[config.mk]
export PLATFORM = sky130hd
export DESIGN_NAME = inst_loader
export DESIGN_NICKNAME = d
export VERILOG_FILES = /design/src/rtl/inst_loader.sv
export SDC_FILE = /design/constraint.sdc
export NUM_CORES = 1
export LEC_CHECK = 0
export BUFFER_PORTS_ARGS = -buffer_cell sky130_fd_sc_hd__buf_2
export CORE_AREA = 2 2 93 117
export CTS_CLUSTER_SIZE = 28
export DETAILED_ROUTE_END_ITERATION = 8
export DIE_AREA = 0 0 95 119
export PLACE_DENSITY_LB_ADDON = 0.2
export SLEW_MARGIN = 40
export SYNTH_ARGS = -nofsm -noshare
export SYNTH_HDL_FRONTEND = slang
export SYNTH_SLANG_ARGS = --single-unit
[constraint.sdc]
create_clock -name clk -period 2.3 [get_ports clk]
set_input_delay 0.46 -clock clk [delete_from_list [all_inputs] [get_ports clk]]
set_output_delay 0.46 -clock clk [all_outputs]
set_load 0.05 [all_outputs]
[src/rtl/inst_loader.sv]
// Instruction-memory loader: receives a length-prefixed little-endian byte stream,
// writes it into instruction memory word by word, then releases the core from reset.
module inst_loader #(
    parameter int unsigned ADDR_WIDTH = 10
) (
    input  logic                  clk,
    input  logic                  rst,
    input  logic                  start,
    input  logic                  s_valid,
    output logic                  s_ready,
    input  logic [7:0]            s_data,
    output logic                  mem_we,
    output logic [ADDR_WIDTH-1:0] mem_addr,
    output logic [31:0]           mem_wdata,
    output logic                  core_rst_n,
    output logic                  busy,
    output logic                  done,
    output logic                  err
);

    localparam int unsigned CNT_W = ADDR_WIDTH + 1;
    localparam logic [32:0] DEPTH = 33'(1) << ADDR_WIDTH;

    typedef enum logic [2:0] {
        IDLE,
        LEN,
        DATA,
        WRITE,
        DONE,
        ERR
    } state_t;

    state_t             state;
    logic [1:0]         byte_cnt;
    logic [CNT_W-1:0]   word_cnt;
    logic [31:0]        len_reg;
    logic [23:0]        len_lo;
    logic [23:0]        shift_reg;

    logic               xfer_c;
    logic [31:0]        len_next_c;
    logic [31:0]        word_next_c;
    logic [CNT_W-1:0]   word_cnt_inc_c;

    // Incoming byte lands in the top lane; earlier bytes shift down toward bit 0.
    assign xfer_c         = s_valid & s_ready;
    assign len_next_c     = {s_data, len_lo};
    assign word_next_c    = {s_data, shift_reg};
    assign word_cnt_inc_c = word_cnt + CNT_W'(1);

    always_ff @(posedge clk) begin
        if (rst) begin
            state      <= IDLE;
            byte_cnt   <= 2'd0;
            word_cnt   <= '0;
            len_reg    <= 32'd0;
            len_lo     <= 24'd0;
            shift_reg  <= 24'd0;
            s_ready    <= 1'b0;
            mem_we     <= 1'b0;
            mem_addr   <= '0;
            mem_wdata  <= 32'd0;
            core_rst_n <= 1'b0;
            busy       <= 1'b0;
            done       <= 1'b0;
            err        <= 1'b0;
        end else begin
            case (state)
                IDLE, DONE, ERR: begin
                    if (start) begin
                        state      <= LEN;
                        byte_cnt   <= 2'd0;
                        word_cnt   <= '0;
                        s_ready    <= 1'b1;
                        core_rst_n <= 1'b0;
                        busy       <= 1'b1;
                        done       <= 1'b0;
                        err        <= 1'b0;
                    end
                end
                LEN: begin
                    if (xfer_c) begin
                        len_lo   <= len_next_c[31:8];
                        byte_cnt <= byte_cnt + 2'd1;
                        if (byte_cnt == 2'd3) begin
                            len_reg <= len_next_c;
                            if (len_next_c == 32'd0) begin
                                state      <= DONE;
                                s_ready    <= 1'b0;
                                busy       <= 1'b0;
                                done       <= 1'b1;
                                core_rst_n <= 1'b1;
                            end else if ({1'b0, len_next_c} > DEPTH) begin
                                state   <= ERR;
                                s_ready <= 1'b0;
                                busy    <= 1'b0;
                                err     <= 1'b1;
                            end else begin
                                state <= DATA;
                            end
                        end
                    end
                end
                DATA: begin
                    if (xfer_c) begin
                        shift_reg <= word_next_c[31:8];
                        byte_cnt  <= byte_cnt + 2'd1;
                        if (byte_cnt == 2'd3) begin
                            state     <= WRITE;
                            s_ready   <= 1'b0;
                            mem_we    <= 1'b1;
                            mem_addr  <= word_cnt[ADDR_WIDTH-1:0];
                            mem_wdata <= word_next_c;
                        end
                    end
                end
                WRITE: begin
                    mem_we   <= 1'b0;
                    word_cnt <= word_cnt_inc_c;
                    // Counter is one bit wider than the address so a full-depth load terminates.
                    if (32'(word_cnt_inc_c) == len_reg) begin
                        state      <= DONE;
                        busy       <= 1'b0;
                        done       <= 1'b1;
                        core_rst_n <= 1'b1;
                    end else begin
                        state   <= DATA;
                        s_ready <= 1'b1;
                    end
                end
                default: begin
                    state <= IDLE;
                end
            endcase
        end
    end

endmodule

# Word level (Yosys, flattened, before mapping)
# Cells that the tools add are included.
# totals
wordCells,97
reg_bits,143
output_inout_bits,48
# classes
eq_ne,19
mux,39
order_cmp,1
n_reduce_logical,22
addsub,2
bitwise_logic,1
# op_table
op,n
$eq 11x32->1,1
$gt 32x11->1 const B,1
$logic_not 32->1,1
$mux 3,8
$pmux 11 s2,1
$mux 1,20
$ne 2x2->1 const B,10
$reduce_and 6->1,3
$pmux 3 s4,1
$reduce_and 3->1,4
$add 11x1->11 const B,1
$mux 11,1
$reduce_and 8->1,1
$reduce_bool 2->1,4
$eq 3x2->1 const B,2
$eq 3x3->1 const B,2
$pmux 1 s3,2
$reduce_and 2->1,3
$reduce_and 5->1,1
$mux 2,2
$pmux 1 s2,2
$pmux 1 s4,1
$pmux 2 s2,1
$reduce_bool 4->1,1
10 further kinds,10

# Longest topological paths before layout
# depth
depth_word,6
ltp_mapped,8
depth_no_buf,7

# Worst setup path after synthesis
# Ideal clock, no wire load.
# synth_timing
kind,register to register
start,reg s_ready
end,reg len_reg[10]
synth_period_minus_slack_ns,2.108
path_stages_with_launch,8
t_arrival_ns,2.037
path_slack_ns,0.192
cell_sequence,dfxtp_1 nand2_1 nor3_2 and2_1 clkbuf_1 buf_2 nand2_1 a21oi_1
# synth_between
elab_chain_cells,2
# synth_rtl
element,line,source
from (decl),10,"output logic s_ready,"
from (signal assigned),59,s_ready <= 1'b0;
from (signal assigned),74,s_ready <= 1'b1;
from (signal assigned),89,s_ready <= 1'b0;
$and 1x1->1,46,assign xfer_c = s_valid & s_ready;
$reduce_and 3->1 (no line),-,
to (signal assigned),86,len_reg <= len_next_c;
to (decl),36,logic [31:0] len_reg;
# No other way between the ends.
# A chain may end at the register's enable or synchronous reset.

# Final worst setup path
# layout_timing
start,reg len_lo[4]
end,reg state[1]
# layout_between
elab_chain_cells,6
elab_cells_between_ends,7
# layout_rtl
element,line,source
from (decl),37,logic [23:0] len_lo;
from (signal assigned),83,len_lo <= len_next_c[31:8];
$gt 32x11->1,93,"end else if ({1'b0, len_next_c} > DEPTH) begin"
$mux 3,93,
$mux 3 (*),87,if (len_next_c == 32'd0) begin
$mux 3 (*),85,if (byte_cnt == 2'd3) begin
$mux 3 (*),82,if (xfer_c) begin
$pmux 3 s4 (*),68,case (state)
to (signal assigned),71,state <= LEN;
to (signal assigned),88,state <= DONE;
to (signal assigned),94,state <= ERR;
to (decl),33,state_t state;
# Every way passes the cells marked *; elsewhere a longest branch is shown, timed or not. The select of a mux whose other input is x is not followed.

==> impl_metrics.json <==
{
  "status": "completed",
  "power.internal_mw": 4.38,
  "drt_drc_violations_left": 0,
  "core_region_area_mm2": 0.0104,
  "cp_top_family": "simple AND/OR/NAND/NOR gates",
  "async_reset_ff_frac": 0,
  "tritoncts_num_sinks": 143,
  "synth-main-ff-cell": "sky130_fd_sc_hd__dfxtp_1",
  "leakage_nw": 2.54,
  "timing.reg2reg.setup_slack_ps": 180,
  "regToRegEndpoint": "state[1]",
  "dieHeight_um": 119,
  "seqPwrFrac": 0.452,
  "design.die.area_mm2": 0.0113,
  "final_max_slew_viol_count": 0,
  "postSynthRegisterBits": 143,
  "synth-edff-count": 0,
  "ctsHtreeMaxLevel": 4,
  "power_frac_clock": 0.513,
  "crit_top_cell": "sky130_fd_sc_hd__a31oi_1",
  "crit_arrival_ps": 2450,
  "totalNegativeSetupSlack_ps": 0,
  "insertion_delay_ps": 410,
  "timing.rr.start": "len_lo[4]",
  "critical_path_cell_count": 6,
  "fp.dieW_um": 95,
  "final-setup-viol-count": 0,
  "combined_global_route_utilization_of_all_metal_layers": 0.255,
  "fin_skew_ps": 5.76,
  "finish.instance_area_mm2": 0.00686,
  "grt_max_degree": 56,
  "crit_start": "len_lo[4]",
  "n_antenna_cell": 0,
  "place.gp.congestion": 0.887,
  "cp.required_ps": 2630,
  "critPathSlowestCell": "sky130_fd_sc_hd__or4_4",
  "netlist_area_mm2": 0.00579,
  "drc_marker_count_from_the_first_detailed_route_iteration": 318,
  "timing.final.hold_violations": 0,
  "worst_hold_slack_ps": 341,
  "setup.worst_path.end_class": "flop",
  "clock.fmax_ghz": 0.472,
  "share_comb_of_total_power": 0.035,
  "vias_per_cell": 5.58,
  "timing.final.crit_period_ps": 2120,
  "critPathMaxStageDelay_ps": 540,
  "relSlewSlack": 0.478,
  "fin_total_pwr_mw": 5.53,
  "antenna_found_initial": 0,
  "dpl.cell_count": 890,
  "reg2regPathDepth": 6,
  "finished_core_util": 0.663,
  "ctsRootBufferMaster": "sky130_fd_sc_hd__clkbuf_16",
  "pre_cts_slack_ps": 100,
  "p_per_area_mw_per_mm2": 806,
  "instances_no_fill": 920,
  "drt_wl_total_um": 14100,
  "critPathCapture": "state[1]",
  "drt_first_pass_iters": 5,
  "antenna_violating_nets_post_route": 0,
  "crit_type": "reg2reg",
  "synth.area.top_cells": "sky130_fd_sc_hd__dfxtp_1 (49%), sky130_fd_sc_hd__nand2_1 (14%), sky130_fd_sc_hd__a21oi_1 (9.9%)",
  "post_synth_num_cell_types": 50,
  "layout.nets": 791,
  "finalCritPeriodShare": 0.922,
  "yosys_warnings": 0,
  "timing.hold.worst.class": "in2reg",
  "worst_setup_hold_path_clk_slew_ps": 60,
  "detailed_place_hpwl_um": 9500,
  "area_delta_synth_final_pct": 18.5,
  "vias": 5131,
  "share_of_the_synthesized_area_in_the_top_cell_type": 0.494,
  "cp_num_buf_inv": 0,
  "placedInstanceArea_mm2": 0.00624,
  "power.share.switching": 0.208,
  "grt_pass1_vias": 4747,
  "drive_above_1_share": 0.162,
  "min_delay_path_depth": 3,
  "placementRows": 42,
  "overflow": 0,
  "avgRoutedWirePerCell_um": 15.4,
  "mostFrequentLayoutCell": "sky130_fd_sc_hd__nand2_1",
  "numCtsBuffers": 17,
  "wire_length_of_the_first_global_routing_pass_um": 22800,
  "ir_worst_vdd_uv": 574,
  "max_cap_violations": 0,
  "startpoint_type_of_the_worst_setup_path": "flop",
  "ios": 60,
  "worst-slew-pin-transition_ps": 783,
  "syn-instance-count": 725,
  "synth_top_cell_by_area": "sky130_fd_sc_hd__dfxtp_1",
  "critPathMaxFanout": 4,
  "layout.cells.most_common_list": "sky130_fd_sc_hd__nand2_1 (211), sky130_fd_sc_hd__dfxtp_1 (143), sky130_fd_sc_hd__a21oi_1 (114)",
  "synth.avg_cell_area_um2": 7.99,
  "grt_setup_unrepaired": "no",
  "start_util": 0.559,
  "switching_power_mw": 1.15,
  "critical_path.cell_chain": "or4_4, o31ai_2, and4bb_4, a31oi_1, or3_1, a31oi_1",
  "cts_buffer_depth": 2,
  "buffer_ports.inserted": 59,
  "synth_sequential_area_ratio": 0.494,
  "synth_fp_nets": 739,
  "setup_ws_ps": 180,
  "hold_buffers": 0,
  "tritoncts_clock_tree": "done"
}
repair_timing:
item | in CTS | in global routing
gates resized for setup | 0 | 3
hold endpoints to repair | 0 | 0
buffers inserted | 0 | 0
endpoints found under the setup margin | 0 | 5
worst register-to-register path, stage by stage (launching register included):
cell	delay [ps]
sky130_fd_sc_hd__dfxtp_1	320
sky130_fd_sc_hd__or4_4	540
sky130_fd_sc_hd__o31ai_2	300
sky130_fd_sc_hd__and4bb_4	310
sky130_fd_sc_hd__a31oi_1	100
sky130_fd_sc_hd__or3_1	320
sky130_fd_sc_hd__a31oi_1	150
metal layers:
layer  vias up  global-route usage  share of wire
li1       2539                   -              -
met1      2418               0.343           0.44
met2       147               0.400           0.50
met3        27              0.0525          0.046
met4         0              0.0987          0.023
met5         -                   0              0
synthesized netlist by cell type, types with 8 or more instances:
cell type	number
sky130_fd_sc_hd__nand2_1	211
sky130_fd_sc_hd__nor4_1	10
sky130_fd_sc_hd__xnor2_1	9
sky130_fd_sc_hd__dfxtp_1	143
sky130_fd_sc_hd__o21ai_0	13
sky130_fd_sc_hd__buf_2	9
sky130_fd_sc_hd__and3_1	8
sky130_fd_sc_hd__nand4_1	9
sky130_fd_sc_hd__nor2_1	51
sky130_fd_sc_hd__a21oi_1	114
sky130_fd_sc_hd__mux2i_1	25
sky130_fd_sc_hd__clkbuf_1	38
final cells by class:
class,instances,area (µm²)
clock buffer,20,447
clock inverter,10,163
fill,879,3490
inverter,5,18.8
multi-input combinational,525,2700
sequential,143,2860
tap,132,165
timing repair buffer,85,505
worst min path at each step:
stage,from,to,slack [ps]
global route,s_data[3],mem_wdata[27],340
detailed placement,mem_wdata[21],mem_wdata[21],440
CTS,s_data[6],len_reg[30],330
finish,s_data[6],len_reg[30],340
floorplan,shift_reg[1],mem_wdata[1],430
global placement,mem_wdata[11],mem_wdata[11],440
logic make-up after synthesis:
kind of cell	after synthesis	synth area share
xor+xnor	13	0.0197
compound gates	154	0.147
buf+inv	57	0.0428
mux	26	0.0452
fa+ha+maj	2	0.00432
flops	143	0.494
simple gates	330	0.247
power groups by stage:
stage,logic (mW),clock network [mW],registers [mW]
finish,0.191,2.84,2.50
global route,0.206,2.98,2.50
CTS,0.190,2.87,2.50
detailed placement,0.189,0,2.56
global placement,0.185,0,2.56
floorplan,0.115,0,2.57
Note: power is estimated with default switching activity, not from simulation.
